`src/rtl/bitcheck_pkg.sv`:
```
// rtl/bitcheck_pkg.sv - shared state encoding and sizing helper for bitcheck
package bitcheck_pkg;

   // Encodings are fixed so external probes can decode the state register
   typedef enum logic [1:0] {
      ST_IDLE   = 2'd0,
      ST_SETTLE = 2'd1,
      ST_CHECK  = 2'd2,
      ST_DONE   = 2'd3
   } state_t;

   // Timer width: enough to hold max(a,b)-1, never narrower than one bit
   function automatic int cnt_width(input int a, input int b);
      int m;
      int w;
      m = (a > b) ? a : b;
      w = $clog2(m);
      return (w < 1) ? 1 : w;
   endfunction

endpackage

```
`src/rtl/bitcheck_contador_dn.sv`:
```
// rtl/bitcheck_contador_dn.sv - loadable down-counter with zero flag
module contador_dn #(
   parameter int W = 4
) (
   input  logic         clk,
   input  logic         rst,
   input  logic         i_load,
   input  logic [W-1:0] i_load_val,
   input  logic         i_dec,
   output logic         o_zero
);

   logic [W-1:0] r_count;

   // Load has priority over decrement; the caller stops decrementing at zero
   always_ff @(posedge clk or posedge rst) begin
      if (rst) begin
         r_count <= '0;
      end else if (i_load) begin
         r_count <= i_load_val;
      end else if (i_dec) begin
         r_count <= r_count - W'(1);
      end
   end

   assign o_zero = (r_count == '0);

endmodule

```
`src/rtl/bitcheck.sv`:
```
// rtl/bitcheck.sv - on-chip level checker with settle and check windows
module bitcheck
   import bitcheck_pkg::*;
#(
   parameter logic VALOR    = 1'b1,
   parameter int   N_SETTLE = 10,
   parameter int   N_CHECK  = 16,
   parameter int   CW       = 8
) (
   input  logic          clk,
   input  logic          rst,
   input  logic          start,
   input  logic          entrada,
   output logic          busy,
   output logic          done,
   output logic          ok,
   output logic          fail,
   output logic [CW-1:0] err_count
);

   localparam int            TW        = cnt_width(N_SETTLE, N_CHECK);
   localparam logic [TW-1:0] SETTLE_LD = TW'(N_SETTLE - 1);
   localparam logic [TW-1:0] CHECK_LD  = TW'(N_CHECK - 1);
   localparam logic [CW-1:0] ERR_MAX   = '1;

   state_t        r_state;
   logic          r_entrada;
   logic          w_load;
   logic [TW-1:0] w_load_val;
   logic          w_dec;
   logic          w_zero;
   logic [CW-1:0] w_err_next;

   // Same-domain on-chip source: one register stage, no synchronizer
   always_ff @(posedge clk or posedge rst) begin
      if (rst) begin
         r_entrada <= 1'b0;
      end else begin
         r_entrada <= entrada;
      end
   end

   // Timer control: load settle length on start, check length at end of settle
   always_comb begin
      w_load     = 1'b0;
      w_load_val = CHECK_LD;
      w_dec      = 1'b0;
      if (r_state == ST_IDLE) begin
         w_load     = start;
         w_load_val = SETTLE_LD;
      end else if (r_state == ST_SETTLE && w_zero) begin
         w_load = 1'b1;
      end else if ((r_state == ST_SETTLE || r_state == ST_CHECK) && !w_zero) begin
         w_dec = 1'b1;
      end
   end

   contador_dn #(
      .W (TW)
   ) u_timer (
      .clk        (clk),
      .rst        (rst),
      .i_load     (w_load),
      .i_load_val (w_load_val),
      .i_dec      (w_dec),
      .o_zero     (w_zero)
   );

   // Saturating mismatch count for this cycle's compare
   always_comb begin
      w_err_next = err_count;
      if ((r_entrada != VALOR) && (err_count != ERR_MAX)) begin
         w_err_next = err_count + CW'(1);
      end
   end

   // Run sequencer; ok/fail use the updated count so the last compare is included
   always_ff @(posedge clk or posedge rst) begin
      if (rst) begin
         r_state   <= ST_IDLE;
         busy      <= 1'b0;
         done      <= 1'b0;
         ok        <= 1'b0;
         fail      <= 1'b0;
         err_count <= '0;
      end else begin
         done <= 1'b0;
         case (r_state)
            ST_IDLE: begin
               if (start) begin
                  r_state   <= ST_SETTLE;
                  busy      <= 1'b1;
                  ok        <= 1'b0;
                  fail      <= 1'b0;
                  err_count <= '0;
               end
            end
            ST_SETTLE: begin
               if (w_zero) begin
                  r_state <= ST_CHECK;
               end
            end
            ST_CHECK: begin
               err_count <= w_err_next;
               if (w_zero) begin
                  r_state <= ST_DONE;
                  busy    <= 1'b0;
                  done    <= 1'b1;
                  ok      <= (w_err_next == '0);
                  fail    <= (w_err_next != '0);
               end
            end
            default: begin
               r_state <= ST_IDLE;
            end
         endcase
      end
   end

endmodule

```
`config.mk`:
```
export PLATFORM = sky130hd
export DESIGN_NAME = bitcheck
export DESIGN_NICKNAME = d
export VERILOG_FILES = /design/src/rtl/bitcheck_pkg.sv /design/src/rtl/bitcheck_contador_dn.sv /design/src/rtl/bitcheck.sv
export SDC_FILE = /design/constraint.sdc
export NUM_CORES = 1
export LEC_CHECK = 0
export CAP_MARGIN = 30
export CORE_ASPECT_RATIO = 1.75
export CORE_MARGIN = 5
export CORE_UTILIZATION = 55
export CTS_CLUSTER_DIAMETER = 50
export CTS_CLUSTER_SIZE = 24
export DETAILED_ROUTE_END_ITERATION = 8
export PLACE_DENSITY = 0.9
export REMOVE_ABC_BUFFERS = 1
export SYNTH_ARGS = -nofsm -noshare
export SYNTH_HDL_FRONTEND = slang
export SYNTH_SLANG_ARGS = --single-unit
```
`constraint.sdc`:
```
create_clock -name clk -period 3.05 [get_ports clk]
set_clock_uncertainty 0.1 [all_clocks]
set_input_delay 0.4575 -clock clk [delete_from_list [all_inputs] [get_ports clk]]
set_output_delay 0.4575 -clock clk [all_outputs]
set_load 0.02 [all_outputs]
```
# Word-level counts from Yosys, hierarchy flattened
# Cells that the tools add are included.
word_totals:
  inputBits: 4
  regBits: 19
  word_cells: 56
  out_inout_bits: 12
op_classes:
  bitwise: 1
  n_reduce_logical: 14
  n_addsub: 2
  n_eq_ne: 6
  muxes: 25
ops:
  columns: ["cell", "n"]
  rows:
  - ["2-to-1 mux 8 bit", 2]
  - ["one-hot mux 8 bit (2 select lines)", 1]
  - ["2-to-1 mux 1 bit", 12]
  - ["adder 8 x 1 -> 8 bit (second input constant)", 1]
  - ["logical NOT 8 bit", 1]
  - ["2-to-1 mux 4 bit", 2]
  - ["!= test 8 bit (second input constant)", 1]
  - ["nonzero test 8 bit", 1]
  - ["2-to-1 mux 2 bit", 3]
  - ["!= test 2 bit (second input constant)", 3]
  - ["one-hot mux 1 bit (2 select lines)", 3]
  - ["one-hot mux 2 bit (3 select lines)", 1]
  - ["AND reduction 3 bit", 2]
  - ["logical NOT 4 bit", 1]
  - ["nonzero test 2 bit", 2]
  - ["subtractor 4 x 1 -> 4 bit (second input constant)", 1]
  - ["logical AND 1 bit", 3]
  - ["2-to-1 mux 3 bit", 1]
  - ["== test 2 x 1 -> 1 bit (second input constant)", 1]
  - ["== test 2 bit (second input constant)", 1]
  - ["logical NOT 2 bit", 1]
  - ["AND reduction 2 bit", 1]
  - ["logical NOT 1 bit", 1]
  - ["logical OR 1 bit", 1]
  - ["inverter 1 bit", 1]

# Depth between registers and ports, before layout
# Gate-level depths: netlist of run 1.
logic_depth:
  depth_word: 8
  depth_mapped: 8
  mapped_depth_nobuf: 7

# Cells and area by module
# Synthesis of run 1 repeated with hierarchy kept, for this count alone.
hier_totals:
  hier_cells: 131
  area_unflattened_um2: 1262.5
by_module_without_submodules:
  columns: ["module", "area_per_inst_um2", "cells_per_inst", "seq_area_each_um2", "n_inst"]
  rows:
  - ["bitcheck", 1031.0, 108, 375.4, 1]
  - ["contador_dn", 231.5, 23, 100.1, 1]

# Worst setup path before layout of run 1
# Ideal clock, no wire load.
synth_timing:
  kind: "flip-flop to flip-flop"
  start: "register err_count[0]"
  end: "register ok"
  t_required_ps: 2864
  synth_period_minus_slack_ps: 2546
  path_stages_with_launch: 8
  path_buffers: 0
  slack_ps: 504
  t_arrival_ps: 2360
  cell_sequence: "dfrtp_1 > ha_1 > nand4b_1 > nor4_1 > o22ai_1 > or4_4 > a2bb2oi_1 > o221ai_2"
synth_between:
  elab_chain_cells: 6
  elab_cells_between_ends: 7
synth_rtl:
  columns: ["element", "line_no", "rtl"]
  rows:
  - ["start: declaration", "bitcheck.sv:18", "output logic [CW-1:0] err_count"]
  - ["start signal: assignment", "bitcheck.sv:104", "err_count <= w_err_next;"]
  - ["parallel branches: the longest is 2 deep, another holds adder 8 x 1 -> 8 bit", null, null]
  - ["2-to-1 mux 8 bit (*)", "bitcheck.sv:72", "if ((r_entrada != VALOR) && (err_count != ERR_MAX)) begin"]
  - ["logical NOT 8 bit (*)", "bitcheck.sv:109", "ok <= (w_err_next == '0);"]
  - ["2-to-1 mux 1 bit (*)", "bitcheck.sv:105", "if (w_zero) begin"]
  - ["one-hot mux 1 bit (2 select lines) (*)", "bitcheck.sv:88", "case (r_state)"]
  - ["end signal: assignment", "bitcheck.sv:109", null]
  - ["end: declaration", "bitcheck.sv:16", "output logic ok,"]
# Every way passes the cells marked *. The select of a mux whose other input is x is not followed.
# A chain may end at the register's enable or synchronous reset.

# Worst setup path in the final report of run 1
# Ends and elaborated chain as after synthesis.

==> metrics, run 1 <==
Max stage delay cell, worst path or4_4; Hold EP u_timer.r_count[1]$_DFFE_PP0P_; Comb power frac between 50% and 60%; hold path startpoint u_timer.r_count[1]$_DFFE_PP0P_; synth top area cells dfrtp_1 36%, ha_1 5.7%, nand2_1 5.4%; CP required ~3.1 ns; library cells used by synthesis 43; CTS HTree Levels 1; WL final 3.496 mm; post-synthesis sequential area ratio 36.05%; FP Rows 23; total core area ~2300 sq um; Cell Area, Synth around 1300 sq um; Die Y-Extent roughly 75 um; Via Count 1317; final setup fails 0; Initial Util between 50 and 60%; CTS Hold Bufs 0; final worst-path cycle share approximately 94%; met3 usage approximately 3.3%; Slew HR about 47%; clock power share 14.6%; fill count 198; Placer Congestion ~0.84; met2 usage between 30% and 40%; critical path type register to register; Fin. Hold Viols 0; ratio of cells with drive above 1 in the final layout around 5.4%; Post-synth EDFFs 0; post-DR wirelength/cell ~18 um; FF-to-FF End ok$_DFFE_PP0P_; hold slack between 0.4 and 0.5 ns; vias in the first global route around 1200; startpoint types register; largest net degree at the start of global routing 20; Post-Place Setup Slack 0.3196 ns; Slew Viols, Final 0; CP Max Fanout 8; Die Wd 47.02 um; root buffer cell clkbuf_8; first-pass GRT wire length approximately 5.8 mm; GRT overflow 0; maxcap violations 0; Register-to-Register Path Depth 7; Peak VDD IR about 580 uV; Reg-to-Reg Start err_count[0]$_DFFE_PP0P_; Sink Count 19; RSZ-0062 raised after global routing false; Seq pwr share 31.4%; grt peak-use layer met2; Synth Warn # 0; Synth async-reset ratio 100.0%; port buffer count 15; GR Util met1 between 20% and 30%; syn avg cell area between 8 and 9 sq um; n_diodes 0; critical path, cell by cell ha_1 > nand4b_1 > nor4_1 > o22ai_1 > or4_4 > a2bb2oi_1 > o221ai_2; Final Cell Area 1509 sq um; Final Core Density around two thirds; hold path cells 1; CTS clk-pin slew, worst paths ~0.07 ns; Hold Path Class register to register; DRC 0; area leader, netlist dfrtp_1; Skew-Pair Late Insertion Delay 0.26 ns; clock tree buffer depth 2; cts repair resizes 0; die area 3516 sq um; top cell type's share of synthesized area a little over a third; Leak between 0.6 and 0.7 nW; Worst Tran Pin Value between 0.7 and 0.8 ns; placed wire-length estimate ~2.6 mm; synth-to-layout area growth 14.42%; Crit. Startpoint err_count[0]$_DFFE_PP0P_; IO Count 16; Setup Buffers After CTS 0; Most used DFF post-synth dfrtp_1; Internal about 0.67 mW; Power Density between 800 and 900 nW/um^2; Setup crit end kind register; Cells after Synth approximately 160; fin crit period 2.879 ns; status finished, final reports clean; DRT Pass-1 Iters 5; Synth Register Bits 19; setup_tns 0 ns; post-route ant nets 0; max incr delay on CP roughly 0.6 ns; Placed Area 1464 sq um; sw frac 46.24%; number of buffers created by CTS 3; Starting DRT DRC Count 54; Total GRT Usage a little under a quarter; Arrival @ worst endpoint 2.96 ns; post-DR vias/cell ~6.9; Nets between 150 and 200; highest clock rate ~350 MHz; register-to-register setup slack 0.17 ns; TritonCTS clock tree yes; Worst Slack Setup Final ~0.17 ns; initial antenna violation count 0; sw power ~0.58 mW
metrics by stage:
stage | std cells | total power [mW]
6_report | 192 | 1.250
3_5_place_dp | 188 | 1.057
3_3_place_gp | 188 | 1.014
4_1_cts | 192 | 1.236
5_1_grt | 192 | 1.339
2_1_floorplan | 147 | 0.8375
sequential cells by signal, indices dropped and copies added (netlist names):
name	count
err_count	8
u_timer.r_count	4
r_state	2
busy	1
done	1
fail	1
ok	1
r_entrada	1
routing by layer:
layer  vias to the layer above  wire length (um)
met5                         -                 0
met1                       637              1299
met4                         0               102
met2                        74              1875
met3                        12               218
li1                        594                 -
Yosys cell counts, types with 2 or more instances:
| master | instances |
|---|---|
| dfrtp_1 | 19 |
| o21ai_0 | 14 |
| a221o_1 | 2 |
| clkbuf_1 | 3 |
| a21o_1 | 4 |
| buf_2 | 2 |
| nor2_1 | 11 |
| and4b_1 | 2 |
| a22oi_1 | 2 |
| nor3_1 | 7 |
| o211ai_1 | 2 |
| a31oi_1 | 5 |
| ha_1 | 6 |
| nand2_1 | 19 |
| nand3_1 | 3 |
| inv_1 | 11 |
| a211oi_1 | 4 |
| mux2i_1 | 2 |
| a21oi_1 | 8 |
| a22o_1 | 2 |
| nor2b_1 | 2 |
| nor4_1 | 4 |
cell families (layout without fill, tap and decap cells):
| group | Yosys count | after routing | share of synthesized area (%) |
|---|---|---|---|
| fa+ha+maj | 6 | 6 | 5.692 |
| xor+xnor | 1 | 1 | 0.6643 |
| buf+inv | 19 | 31 | 6.451 |
| flops | 19 | 19 | 36.05 |
| compound gates | 49 | 49 | 26.19 |
| simple gates | 58 | 58 | 22.58 |
| mux | 3 | 3 | 2.372 |
how the worst max path moves through the flow:
stage                       endpoint
global placement      ok$_DFFE_PP0P_
global route          ok$_DFFE_PP0P_
detailed placement  fail$_DFFE_PP0P_
finish                ok$_DFFE_PP0P_
floorplan             ok$_DFFE_PP0P_
CTS                   ok$_DFFE_PP0P_
worst max-delay path, delay by kind of cell (launching register included):
kind | cells | cell delay [ns]
adders and majority gates | 1 | 0.37
AOI/OAI and AO/OA | 3 | 0.54
DFF | 1 | 0.48
and+or+nand+nor | 3 | 1.31
power by group through the flow:
stage	Sequential, mW	Combinational, mW	Clock, mW
floorplan	0.413	0.424	0
global placement	0.388	0.626	0
detailed placement	0.394	0.664	0
CTS	0.391	0.668	0.178
global route	0.403	0.742	0.194
finish	0.393	0.674	0.183
cells in the final DEF, fill, tap and decap left out, drive strengths merged, types with 2 or more instances in the layout:
cell	count
a211oi	4
a22o	2
o211ai	2
nor3	7
a22oi	2
mux2i	2
and4b	2
clkbuf	4
inv	11
clkdlybuf4s50	15
nand2	19
a21oi	8
a31oi	5
o21ai	14
nor2b	2
nand3	3
a21o	4
nor2	11
dfrtp	19
a221o	2
nor4	4
ha	6
cell type report:
type	instances	area [sq um]	area share [%]
Sequential cell	19	475.5	31.51
Multi-Input combinational cell	117	758.2	50.25
Inverter	11	41.29	2.736
Clock buffer	4	45.04	2.985
Tap cell	25	31.28	2.073
Timing Repair Buffer	16	157.7	10.45
No activity file was read; power rests on OpenSTA's default activity.
==> run 2: changes to the inputs <==
--- a/config.mk
+++ b/config.mk
@@ -8,11 +8,11 @@
 export CAP_MARGIN = 30
 export CORE_ASPECT_RATIO = 1.75
 export CORE_MARGIN = 5
-export CORE_UTILIZATION = 55
+export CORE_UTILIZATION = 49
 export CTS_CLUSTER_DIAMETER = 50
 export CTS_CLUSTER_SIZE = 24
 export DETAILED_ROUTE_END_ITERATION = 8
-export PLACE_DENSITY = 0.9
+export PLACE_DENSITY = 0.85
 export REMOVE_ABC_BUFFERS = 1
 export SYNTH_ARGS = -nofsm -noshare
 export SYNTH_HDL_FRONTEND = slang
==> constraint.sdc (replaced) <==
create_clock -name clk -period 2.3 [get_ports clk]
set_clock_uncertainty 0.1 [all_clocks]
set_input_delay 0.345 -clock clk [delete_from_list [all_inputs] [get_ports clk]]
set_output_delay 0.345 -clock clk [all_outputs]
set_load 0.02 [all_outputs]
==> metrics, run 2 (synthesis results as in run 1) <==
status finished, final reports clean; GRT overflow 0; number of buffers created by CTS 3; CP required ~2.4 ns; root buffer cell clkbuf_8; Arrival @ worst endpoint 2.36 ns; Register-to-Register Path Depth 7; initial antenna violation count 0; synth-to-layout area growth 29.13%; Crit. Startpoint err_count[1]$_DFFE_PP0P_; port buffer count 15; largest net degree at the start of global routing 20; CP Max Fanout 5; clock tree buffer depth 2; Die Wd a little under 50 um; total core area 2659 sq um; Power Density between 1000 and 1500 nW/um^2; Sink Count 19; Setup crit end ok$_DFFE_PP0P_; FP Rows 25; Peak VDD IR slightly above 800 uV; Starting DRT DRC Count 95; TritonCTS clock tree yes; Slew HR around half; DRC 0; maxcap violations 0; Worst Tran Pin Value between 0.7 and 0.8 ns; Fin. Hold Viols 0; commonest cells after routing, fill and taps aside 23 x buf_4, 19 x nand2_1, 18 x dfrtp_1; Skew-Pair Late Insertion Delay 0.26 ns; Slew Viols, Final 0; FF-to-FF End ok$_DFFE_PP0P_; register-to-register setup slack 0.02 ns; Nets 200; fin crit period between 2 and 2.5 ns; Hold Path Class input port to async pin; IO Count 16; n_diodes 0; Total GRT Usage 21.45%; post-route ant nets 0; vias in the first global route around 1500; Largest regs err_count (8), u_timer.r_count (4), r_state (2); ratio of cells with drive above 1 in the final layout between 10% and 20%; post-DR vias/cell slightly below 7; Most flops, register err_count; area of the multi-input gates ~800 sq um; Setup crit end kind register; final worst-path cycle share around 99%; CTS HTree Levels 1; Reg-to-Reg Start err_count[1]$_DFFE_PP0P_; CTS Hold Bufs 0; Die Y-Extent between 70 and 80 um; DRT Pass-1 Iters 4; startpoint types register; Largest register FFs 8; CTS clk-pin slew, worst paths about 0.07 ns; Power Total ~1.8 mW; final setup fails 0; placed wire-length estimate roughly 2.9 mm; die area a little under 4000 sq um; Via Count around 1500; register area approximately 480 sq um; WL final slightly above 4 mm; Initial Util 49.60%; post-DR wirelength/cell around 19 um; fill count between 200 and 250; Worst Slack Setup Final ~0.022 ns; Leak about 0.76 nW; Placer Congestion roughly 0.85; critical path type register to register; highest clock rate around 440 MHz; Post-Place Setup Slack -0.03991 ns; commonest non-fill, non-tap cell in the layout buf_4; first-pass GRT wire length around 6.6 mm
## run 2: changes by cell type in the layout (fill, tap and decap cells not counted), sizes merged
cell / change
buf: +22
## run 2: worst max-delay path, cell delays in order, from the launching register on
cell and delay (ns):
dfrtp_1 0.41, ha_4 0.18, nand4b_1 0.14, nor4_2 0.38, o22ai_1 0.12, or4_4 0.52, a2bb2oi_1 0.18, o221ai_2 0.16
## run 2: layer usage
metal / part of all wire, % / global-route usage [%] / up-vias
met2: 56 / 40.18 / 79
met4: 4.8 / 12.67 / 0
met3: 5.5 / 4.554 / 25
met5: 0 / 0 / -
met1: 34 / 20.33 / 714
li1: - / - / 640
## run 2: worst min path at each step
stage	cells past startpoint	slack, ns	endpoint
global route	1	0.42	r_entrada$_DFF_PP0_
detailed placement	2	0.42	u_timer.r_count[2]$_DFFE_PP0P_
floorplan	1	0.20	busy$_DFFE_PP0P_
global placement	2	0.41	u_timer.r_count[2]$_DFFE_PP0P_
CTS	2	0.43	u_timer.r_count[2]$_DFFE_PP0P_
finish	2	0.41	busy$_DFFE_PP0P_
## run 2: report_power, final
| part | switching (mW) | internal [mW] | total (mW) |
|---|---|---|---|
| clock | 0.111 | 0.123 | 0.235 |
| sequential | 0.0672 | 0.421 | 0.488 |
| combinational | 0.619 | 0.425 | 1.04 |
| total | 0.797 | 0.970 | 1.77 |
## run 2: layout make-up
class | instances | area share (%)
multi-input cells | 117 | 46.00
flip-flops and latches | 19 | 27.99
repair buffers | 38 | 18.96
clock buffers | 4 | 2.645
inverters | 11 | 2.425
well taps | 27 | 1.984
## run 2: timing repair
action                                  CTS  global route
cloned                                    0             0
endpoints found under the setup margin    1             3
pin swaps                                 0             7
setup buffers                             0             4
gates resized for setup                   1             5
## run 2: per-stage QoR
step                      cells  TNS [ns]  utilization [%]  hold slack (ns)  instance area, sq um
after floorplan             147   -0.4544                -           0.1961                  1275
after global placement      208         0            60.24           0.4077                  1602
after detailed placement    208  -0.03991            60.24           0.4159                  1602
after CTS                   212         0            62.16           0.4301                  1653
after global routing        216  -0.05675            64.05           0.4218                  1703
final                       216         0            64.05           0.4148                  1703
